===== src/rtl/cond_pkg.sv =====
// Shared definitions for the conditional-control pipeline: ARM condition codes,
// NZCV flag bit positions and FlagWrite bit positions.
package cond_pkg;

    typedef enum logic [3:0] {
        COND_EQ = 4'b0000,
        COND_NE = 4'b0001,
        COND_CS = 4'b0010,
        COND_CC = 4'b0011,
        COND_MI = 4'b0100,
        COND_PL = 4'b0101,
        COND_VS = 4'b0110,
        COND_VC = 4'b0111,
        COND_HI = 4'b1000,
        COND_LS = 4'b1001,
        COND_GE = 4'b1010,
        COND_LT = 4'b1011,
        COND_GT = 4'b1100,
        COND_LE = 4'b1101,
        COND_AL = 4'b1110,
        COND_NV = 4'b1111
    } cond_e;

    localparam int FLAG_N = 3;
    localparam int FLAG_Z = 2;
    localparam int FLAG_C = 1;
    localparam int FLAG_V = 0;

    localparam int FW_NZ = 1;
    localparam int FW_CV = 0;

endpackage


===== src/rtl/cond_eval.sv =====
// Combinational ARM condition evaluator: Cond against NZCV Flags.
module cond_eval
    import cond_pkg::*;
(
    input  logic [3:0] Cond,
    input  logic [3:0] Flags,
    output logic       CondEx
);

    logic n, z, c, v;

    assign n = Flags[FLAG_N];
    assign z = Flags[FLAG_Z];
    assign c = Flags[FLAG_C];
    assign v = Flags[FLAG_V];

    always_comb begin
        CondEx = 1'b1;
        case (cond_e'(Cond))
            COND_EQ: CondEx = z;
            COND_NE: CondEx = ~z;
            COND_CS: CondEx = c;
            COND_CC: CondEx = ~c;
            COND_MI: CondEx = n;
            COND_PL: CondEx = ~n;
            COND_VS: CondEx = v;
            COND_VC: CondEx = ~v;
            COND_HI: CondEx = c & ~z;
            COND_LS: CondEx = ~c | z;
            COND_GE: CondEx = ~(n ^ v);
            COND_LT: CondEx = n ^ v;
            COND_GT: CondEx = ~z & ~(n ^ v);
            COND_LE: CondEx = z | (n ^ v);
            default: CondEx = 1'b1;
        endcase
    end

endmodule


===== src/rtl/cond_ctrl_pipe.sv =====
// Conditional control-bundle pipeline with NZCV flag register and PC-write tracking.
// Define COND_EARLY_BRANCH_EN to resolve branches in D against the next-cycle flags.
module cond_ctrl_pipe
    import cond_pkg::*;
#(
    parameter int          CTRL_W    = 8,
    parameter int          DEPTH     = 3,
    parameter logic [31:0] GATE_MASK = 32'h0000_000F,
    parameter int          PC_BIT    = 0,
    parameter int          BR_BIT    = 1
) (
    input  logic                          clk,
    input  logic                          reset,
    input  logic                          StallE,
    input  logic                          FlushE,
    input  logic [CTRL_W-1:0]             CtrlD,
    input  logic [3:0]                    CondD,
    input  logic [1:0]                    FlagWriteD,
    input  logic [3:0]                    ALUFlagsE,
    output logic [CTRL_W-1:0]             CtrlE,
    output logic [(DEPTH-1)*CTRL_W-1:0]   CtrlPipe,
    output logic                          CondExE,
    output logic [3:0]                    FlagsE,
    output logic                          BranchTakenD,
    output logic                          PCWrPendingF
);

    if (CTRL_W < 4 || CTRL_W > 32 || DEPTH < 2 || DEPTH > 8 ||
        PC_BIT < 0 || PC_BIT >= CTRL_W || BR_BIT < 0 || BR_BIT >= CTRL_W) begin : g_bad_params
        $error("cond_ctrl_pipe: illegal parameter combination");
    end

    localparam logic [CTRL_W-1:0] GATE_W = GATE_MASK[CTRL_W-1:0];

    logic [CTRL_W-1:0] ctrl_e_q, ctrl_e_d;
    logic [3:0]        cond_e_q, cond_e_d;
    logic [1:0]        fw_e_q, fw_e_d;
    logic [3:0]        flags_q, flags_d;
    logic              cond_ex_e;
    logic [CTRL_W-1:0] gated_e;
    logic [CTRL_W-1:0] stage_q [1:DEPTH-1];
    logic [CTRL_W-1:0] stage_d [1:DEPTH-1];
    logic [DEPTH-1:0]  pc_bits;

    // Flush wins over stall: a flushed slot must become a bubble even when held.
    always_comb begin
        ctrl_e_d = ctrl_e_q;
        cond_e_d = cond_e_q;
        fw_e_d   = fw_e_q;
        if (FlushE) begin
            ctrl_e_d = '0;
            cond_e_d = '0;
            fw_e_d   = '0;
        end else if (!StallE) begin
            ctrl_e_d = CtrlD;
            cond_e_d = CondD;
            fw_e_d   = FlagWriteD;
        end
    end

    cond_eval u_cond_e (
        .Cond   (cond_e_q),
        .Flags  (flags_q),
        .CondEx (cond_ex_e)
    );

    always_comb begin
        flags_d = flags_q;
        if (cond_ex_e && fw_e_q[FW_NZ]) begin
            flags_d[FLAG_N] = ALUFlagsE[FLAG_N];
            flags_d[FLAG_Z] = ALUFlagsE[FLAG_Z];
        end
        if (cond_ex_e && fw_e_q[FW_CV]) begin
            flags_d[FLAG_C] = ALUFlagsE[FLAG_C];
            flags_d[FLAG_V] = ALUFlagsE[FLAG_V];
        end
    end

    assign gated_e = ctrl_e_q & ~(GATE_W & {CTRL_W{~cond_ex_e}});

    always_ff @(posedge clk) begin
        if (reset) begin
            ctrl_e_q <= '0;
            cond_e_q <= '0;
            fw_e_q   <= '0;
            flags_q  <= '0;
        end else begin
            ctrl_e_q <= ctrl_e_d;
            cond_e_q <= cond_e_d;
            fw_e_q   <= fw_e_d;
            if (!StallE) begin
                flags_q <= flags_d;
            end
        end
    end

    assign pc_bits[0] = CtrlD[PC_BIT] | ctrl_e_q[PC_BIT];

    for (genvar gi = 1; gi < DEPTH; gi++) begin : g_stage
        if (gi == 1) begin : g_first
            // A held stage 0 must not be duplicated downstream, so stage 1 takes a bubble.
            assign stage_d[gi] = (StallE && !FlushE) ? '0 : gated_e;
        end else begin : g_rest
            assign stage_d[gi] = stage_q[gi-1];
        end

        always_ff @(posedge clk) begin
            if (reset) begin
                stage_q[gi] <= '0;
            end else begin
                stage_q[gi] <= stage_d[gi];
            end
        end

        assign CtrlPipe[(gi-1)*CTRL_W +: CTRL_W] = stage_q[gi];

        if (gi < DEPTH - 1) begin : g_pc
            assign pc_bits[gi] = stage_q[gi][PC_BIT];
        end else begin : g_pc_last
            assign pc_bits[gi] = 1'b0;
        end
    end

    assign CtrlE        = ctrl_e_q;
    assign CondExE      = cond_ex_e;
    assign FlagsE       = flags_q;
    assign PCWrPendingF = |pc_bits;

`ifdef COND_EARLY_BRANCH_EN
    logic cond_ex_d;

    cond_eval u_cond_d (
        .Cond   (CondD),
        .Flags  (flags_d),
        .CondEx (cond_ex_d)
    );

    assign BranchTakenD = CtrlD[BR_BIT] & cond_ex_d;
`else
    assign BranchTakenD = 1'b0;
`endif

endmodule


===== config.mk =====
export PLATFORM = sky130hd
export DESIGN_NAME = cond_ctrl_pipe
export DESIGN_NICKNAME = d
export VERILOG_FILES = /design/src/rtl/cond_pkg.sv /design/src/rtl/cond_eval.sv /design/src/rtl/cond_ctrl_pipe.sv
export SDC_FILE = /design/constraint.sdc
export NUM_CORES = 1
export LEC_CHECK = 0
export BUFFER_PORTS_ARGS = -buffer_cell sky130_fd_sc_hd__buf_2
export CELL_PAD_IN_SITES_DETAIL_PLACEMENT = 1
export CELL_PAD_IN_SITES_GLOBAL_PLACEMENT = 1
export CORE_ASPECT_RATIO = 0.75
export CORE_MARGIN = 5
export CORE_UTILIZATION = 30
export CTS_BUF_LIST = sky130_fd_sc_hd__clkbuf_2
export DETAILED_ROUTE_END_ITERATION = 12
export HOLD_SLACK_MARGIN = 0.08
export PLACE_DENSITY = 0.69
export SLEW_MARGIN = 20
export SYNTH_ARGS = -nofsm -noshare
export SYNTH_HDL_FRONTEND = slang
export SYNTH_SLANG_ARGS = --single-unit
export TNS_END_PERCENT = 1

===== constraint.sdc =====
create_clock -name clk -period 4.2 [get_ports clk]
set_input_delay 0.21 -clock clk [delete_from_list [all_inputs] [get_ports clk]]
set_output_delay 0.21 -clock clk [all_outputs]
set_load 0.01 [all_outputs]

[Word-level counts from Yosys, hierarchy flattened]
Memories as Yosys holds them, arrays and structs flattened.
Cells that the tools add are included.
Storage, ports and cells
  bits in registers: 18
  bits in writable memories: 16
  input port bits: 22
  output and inout port bits: 31
  memories: 1
Operators by class
  equality and inequality tests: 13
  muxes and demuxes: 7
  bitwise operators: 17
  reductions and logical operators: 9
Memories
  stage_q: words 2, width 8, read ports 2, clocked after memory_dff 0, wr ports 2, RTL line cond_ctrl_pipe.sv:41  | logic [CTRL_W-1:0] stage_q [1:DEPTH-1];
Operators by type and width (number)
  4-bit equality test, second input constant: 6
  8-bit 2-to-1 mux: 3
  4-bit by 3-bit equality test with 1-bit output, second input constant: 4
  1-bit one-hot mux with 14 select lines: 1
  8-bit bitwise AND: 1
  4-bit by 2-bit equality test with 1-bit output, second input constant: 2
  4-bit NOT with 8-bit output: 1
  1-bit NOT: 7
  1-bit bitwise OR: 5
  4-bit by 1-bit equality test with 1-bit output, second input constant: 1
  4-bit zero test: 1
  2-bit AND reduction: 2
  2-bit OR reduction: 2
  1-bit logical AND: 3
  1-bit 2-to-1 mux: 3
  1-bit bitwise AND: 2
  1-bit zero test: 1
  1-bit XOR: 1

[Depth between registers and ports, before layout]
  depth in word-level cells: 9
  gate-level depth with buffers: 5
  gate-level depth less buffers: 5

[By module]
Synthesis repeated with hierarchy kept, for this count alone.
Unflattened totals
  cell total of the unflattened synthesis: 131
  area, all modules: 1377.6 um^2
Modules (own cells, without submodules)
  cond_ctrl_pipe: times used 1, cells an instance 108, area each 1212.4 um^2
  cond_eval: times used 1, cells an instance 23, area each 165.2 um^2

[Worst setup path after synthesis]
No wires, ideal clock.
  path kind: flip-flop to flip-flop
  start point: register cond_e_q[2]
  end point: register flags_q[2], in the netlist FlagsE[2]
  library setup time: 92 ps
  arrival: 1618 ps
  path slack: 2489 ps
  cell stages (with the launch flop): 6
  path buffers: 0
  cells stage by stage: dfxtp_1 mux4_2 xnor2_1 nand2b_1 a211o_1 o32ai_1
On the way
  longest elaborated chain between the ends: 4
  elaborated cells on any way between the ends: 17
  those cells by class: eq/ne (13); mux (1); reduce/logical (3)
RTL lines
  from (decl): RTL line cond_ctrl_pipe.sv:36  | logic [3:0] cond_e_q, cond_e_d;
  from (signal assigned): RTL line cond_ctrl_pipe.sv:89  | cond_e_q <= cond_e_d;
  4-bit equality test (tied with other cells): RTL line cond_eval.sv:19  | case (cond_e'(Cond))
  1-bit one-hot mux with 14 select lines (*): RTL line cond_eval.sv:19
  1-bit logical AND (*): RTL line cond_ctrl_pipe.sv:69  | if (cond_ex_e && fw_e_q[FW_NZ]) begin
  2-bit AND reduction (no source line) (*)
  to (signal assigned): RTL line cond_ctrl_pipe.sv:92  | flags_q <= flags_d;
  to (decl): RTL line cond_ctrl_pipe.sv:38  | logic [3:0] flags_q, flags_d;
Mark *: on every way between the ends. The rest lies on a longest branch, timed or not.
A chain may end at the register's enable or synchronous reset.

[Final worst setup path]
  start point: register cond_e_q[2]
  end point: output port CondExE
On the way
  longest elaborated chain between the ends: 2
  elaborated cells on any way between the ends: 15
  those cells by class: eq/ne (13); mux (1); reduce/logical (1)
RTL lines
  4-bit equality test (tied with other cells): RTL line cond_eval.sv:19
  1-bit one-hot mux with 14 select lines (*): RTL line cond_eval.sv:19
  to (decl): RTL line cond_ctrl_pipe.sv:22  | output logic CondExE,
Marks and branches as above.

==> results.json <==
{
  "status": "complete, no violations",
  "crit_path_start_kind": "flop",
  "synth_top_family_by_area": "simple AND/OR/NAND/NOR gates",
  "critPathMaxStageDelay_ns": 0.51,
  "grt_pass1_wl_um": 5710,
  "clock_power_share_pct": 26.8,
  "nets": 213,
  "p_leak_nw": 0.845,
  "finalMaxSlewViolations": 0,
  "area_growth_syn_to_layout_pct": 35.1,
  "synth.largest_area_cell": "dfxtp_1",
  "path_cells": "nor2b_1 -> o2111a_1 -> nor4_2 -> nand2_1 -> buf_2",
  "grt_usage_pct": 13.2,
  "internal_power_w": 0.000399,
  "hold_viol": 0,
  "vias_per_cell": 4.53,
  "cts_made_buffers": 5,
  "cp_data_required_time_ns": 3.99,
  "synthTopCellsByArea": "dfxtp_1 (52%), mux2i_1 (11%), nor2b_1 (4.8%)",
  "cts_setup_buffers": 0,
  "cellPowerDensity_mw_per_mm2": 302,
  "synth_cells": 128,
  "critPathSlowestCell": "dfxtp_1",
  "timing.slew.headroom_pct": 67.0,
  "swShare_pct": 24.7,
  "netlist_area_sq_mm": 0.00130,
  "synth_warnings": 0,
  "insertion_delay_ns": 0.36,
  "placed_cell_area_sq_mm": 0.00157,
  "arrival_ns": 2.06,
  "tightest_slew_ns": 0.482,
  "drive_above_1_share_pct": 31.8,
  "multi_input_area_sq_um": 538,
  "drtPass1Iterations": 4,
  "clk_pin_slew_ns": 0.15,
  "p_seq_share_pct": 62.9,
  "final_antenna_net_count": 0,
  "cp-end-kind": "output pin",
  "die-area_sq_mm": 0.00576,
  "synthFlopType": "dfxtp_1",
  "yosys.area_share.adder_pct": 0,
  "ys_seq_area_share_pct": 52.4,
  "skew_ns": 0.0102,
  "drtIter0Drc": 38,
  "drc": 0,
  "synth_edf_count": 0,
  "grt_antenna_before_repair": 0,
  "syn-num-nets": 150,
  "fmax_ghz": 0.440,
  "tns_ns": 0,
  "n_antenna_cell": 0,
  "core_sq_mm": 0.00413,
  "peakVddDrop_mv": 0.151,
  "place_congestion": 0.736,
  "async_flop_share_pct": 0,
  "hold_class": "in -> reg",
  "synth-xor-area-share_pct": 1.35,
  "finalSetupViolCount": 0,
  "seqCellArea_sq_um": 681,
  "grt_max_degree": 19,
  "overflow": 0,
  "dpl.hpwl_um": 2680,
  "synth_mux_area_share_pct": 12.5,
  "netlist.area_leader.share_pct": 52.4,
  "power_frac_comb_pct": 10.3,
  "synth-seq-cells": 34,
  "switching_power_w": 0.000131,
  "synthSimpleGateAreaFrac_pct": 20.4,
  "nFillCells": 498,
  "io_buffer_count": 51,
  "synth_common_cells": "dfxtp_1 (34), mux2i_1 (14), nor2_1 (14)",
  "dieHeight_um": 67.0,
  "placementRows": 20,
  "synth_area_per_cell_sq_um": 10.1,
  "finalCriticalPeriod_ns": 2.27,
  "cts.sinks": 34,
  "cts_htree_levels": 2,
  "root_buffer": "clkbuf_2",
  "fin_area_sq_mm": 0.00175,
  "critical_path_class": "reg -> out",
  "grt_pass1_vias": 1211,
  "dieWidth_um": 86.0,
  "clockBufferDepth": 2,
  "yosysMostFrequentCell": "dfxtp_1",
  "drv_cap": 0,
  "rsz0062_at_grt": "false",
  "synth_compound_area_share_pct": 6.84,
  "wl_per_cell_um": 14.0,
  "drt-total-wl_um": 3460,
  "ctsResizeCount": 0,
  "cts_tree": "done",
  "io_pins": 53,
  "min_period_over_period_pct": 54.1,
  "synthDistinctLibCells": 27,
  "critPathMaxFanout": 8,
  "start_util_pct": 31.5,
  "vias": 1120
}
layer usage:
layer / share of wire (%) / up-vias / GRT usage, %
met3: 6.5 / 3 / 5.32
met1: 40 / 539 / 13.8
li1: - / 548 / -
met2: 53 / 30 / 23.6
met5: 0 / - / 0
met4: 0.92 / 0 / 5.34
cells by family (layout without fill, tap and decap cells):
kind of cell | Yosys count | after routing
mux | 15 | 15
compound gates | 11 | 11
simple gates | 49 | 49
xor+xnor | 2 | 2
other cells | 1 | 1
buf+inv | 16 | 80
flops | 34 | 34
flip-flops by register name, indices dropped and copies added (netlist names):
signal and cells:
CtrlE 8, FlagsE 4, cond_e_q 4, stage_q 16
fw_e_q 2
critical path, delay by kind of cell (launching register included):
family	cells	cell delay [ns]
buffers and inverters	1	0.19
DFF	1	0.51
AOI/OAI and AO/OA	1	0.27
and+or+nand+nor	3	0.73
placed cells by master, fill, tap and decap left out, drive strengths merged:
master,instances
mux4,1
clkinv,2
xnor2,2
and3,4
nand2,6
a211o,1
dlygate4sd3,15
mux2i,14
o311a,1
a21oi,3
nor2,14
nor4b,1
buf,51
nor3b,1
nand2b,4
nor4,1
or3,1
inv,6
o32ai,4
and2,5
a2111oi,1
dfxtp,34
nor3,1
o2111a,1
clkbuf,6
conb,1
or2,1
nor2b,10
area by class of cell:
class                   count  share of cell area, %
well taps                  55                   3.92
inverters                   6                   1.28
clock buffers               6                   1.71
repair buffers             66                   23.1
multi-input cells          78                   30.7
flip-flops and latches     34                   38.8
clock inverters             2                  0.499
power by group through the flow:
stage	Clock, W	Sequential [W]	Combinational [W]
after floorplan	0	0.000340	0.0000262
after global placement	0	0.000340	0.0000427
after detailed placement	0	0.000341	0.0000442
after CTS	0.000150	0.000334	0.0000543
after global routing	0.000165	0.000335	0.0000606
final	0.000142	0.000334	0.0000543
per-stage QoR:
stage | cells | util [%] | worst slack [ns] | total power (W) | hold WS [ns]
after floorplan | 128 | - | 2.49 | 0.000366 | 0.282
after global placement | 224 | 37.9 | 2.40 | 0.000383 | 0.439
after detailed placement | 224 | 37.9 | 2.31 | 0.000385 | 0.450
after CTS | 246 | 42.2 | 1.88 | 0.000538 | 0.0870
after global routing | 247 | 42.5 | 1.73 | 0.000560 | 0.0833
final | 247 | 42.5 | 1.93 | 0.000530 | 0.126
repair_timing:
action / CTS / global route
endpoints found under the hold margin: 14 / 1
setup endpoints to repair: 0 / 0
hold buffers: 14 / 1
worst paths after layout:
| check | startpoint | end | slack [ns] | cells after the start |
|---|---|---|---|---|
| worst max-delay path | cond_e_q[2] | CondExE | 1.93 | 5 |
| worst min-delay path | ALUFlagsE[1] | FlagsE[1] | 0.13 | 3 |
| worst max register to register | cond_e_q[2] | FlagsE[2] | 2.23 | 5 |
| worst min register to register | stage_q[1][6] | stage_q[2][6] | 0.48 | 1 |
Note: power is estimated with default switching activity, not from simulation.
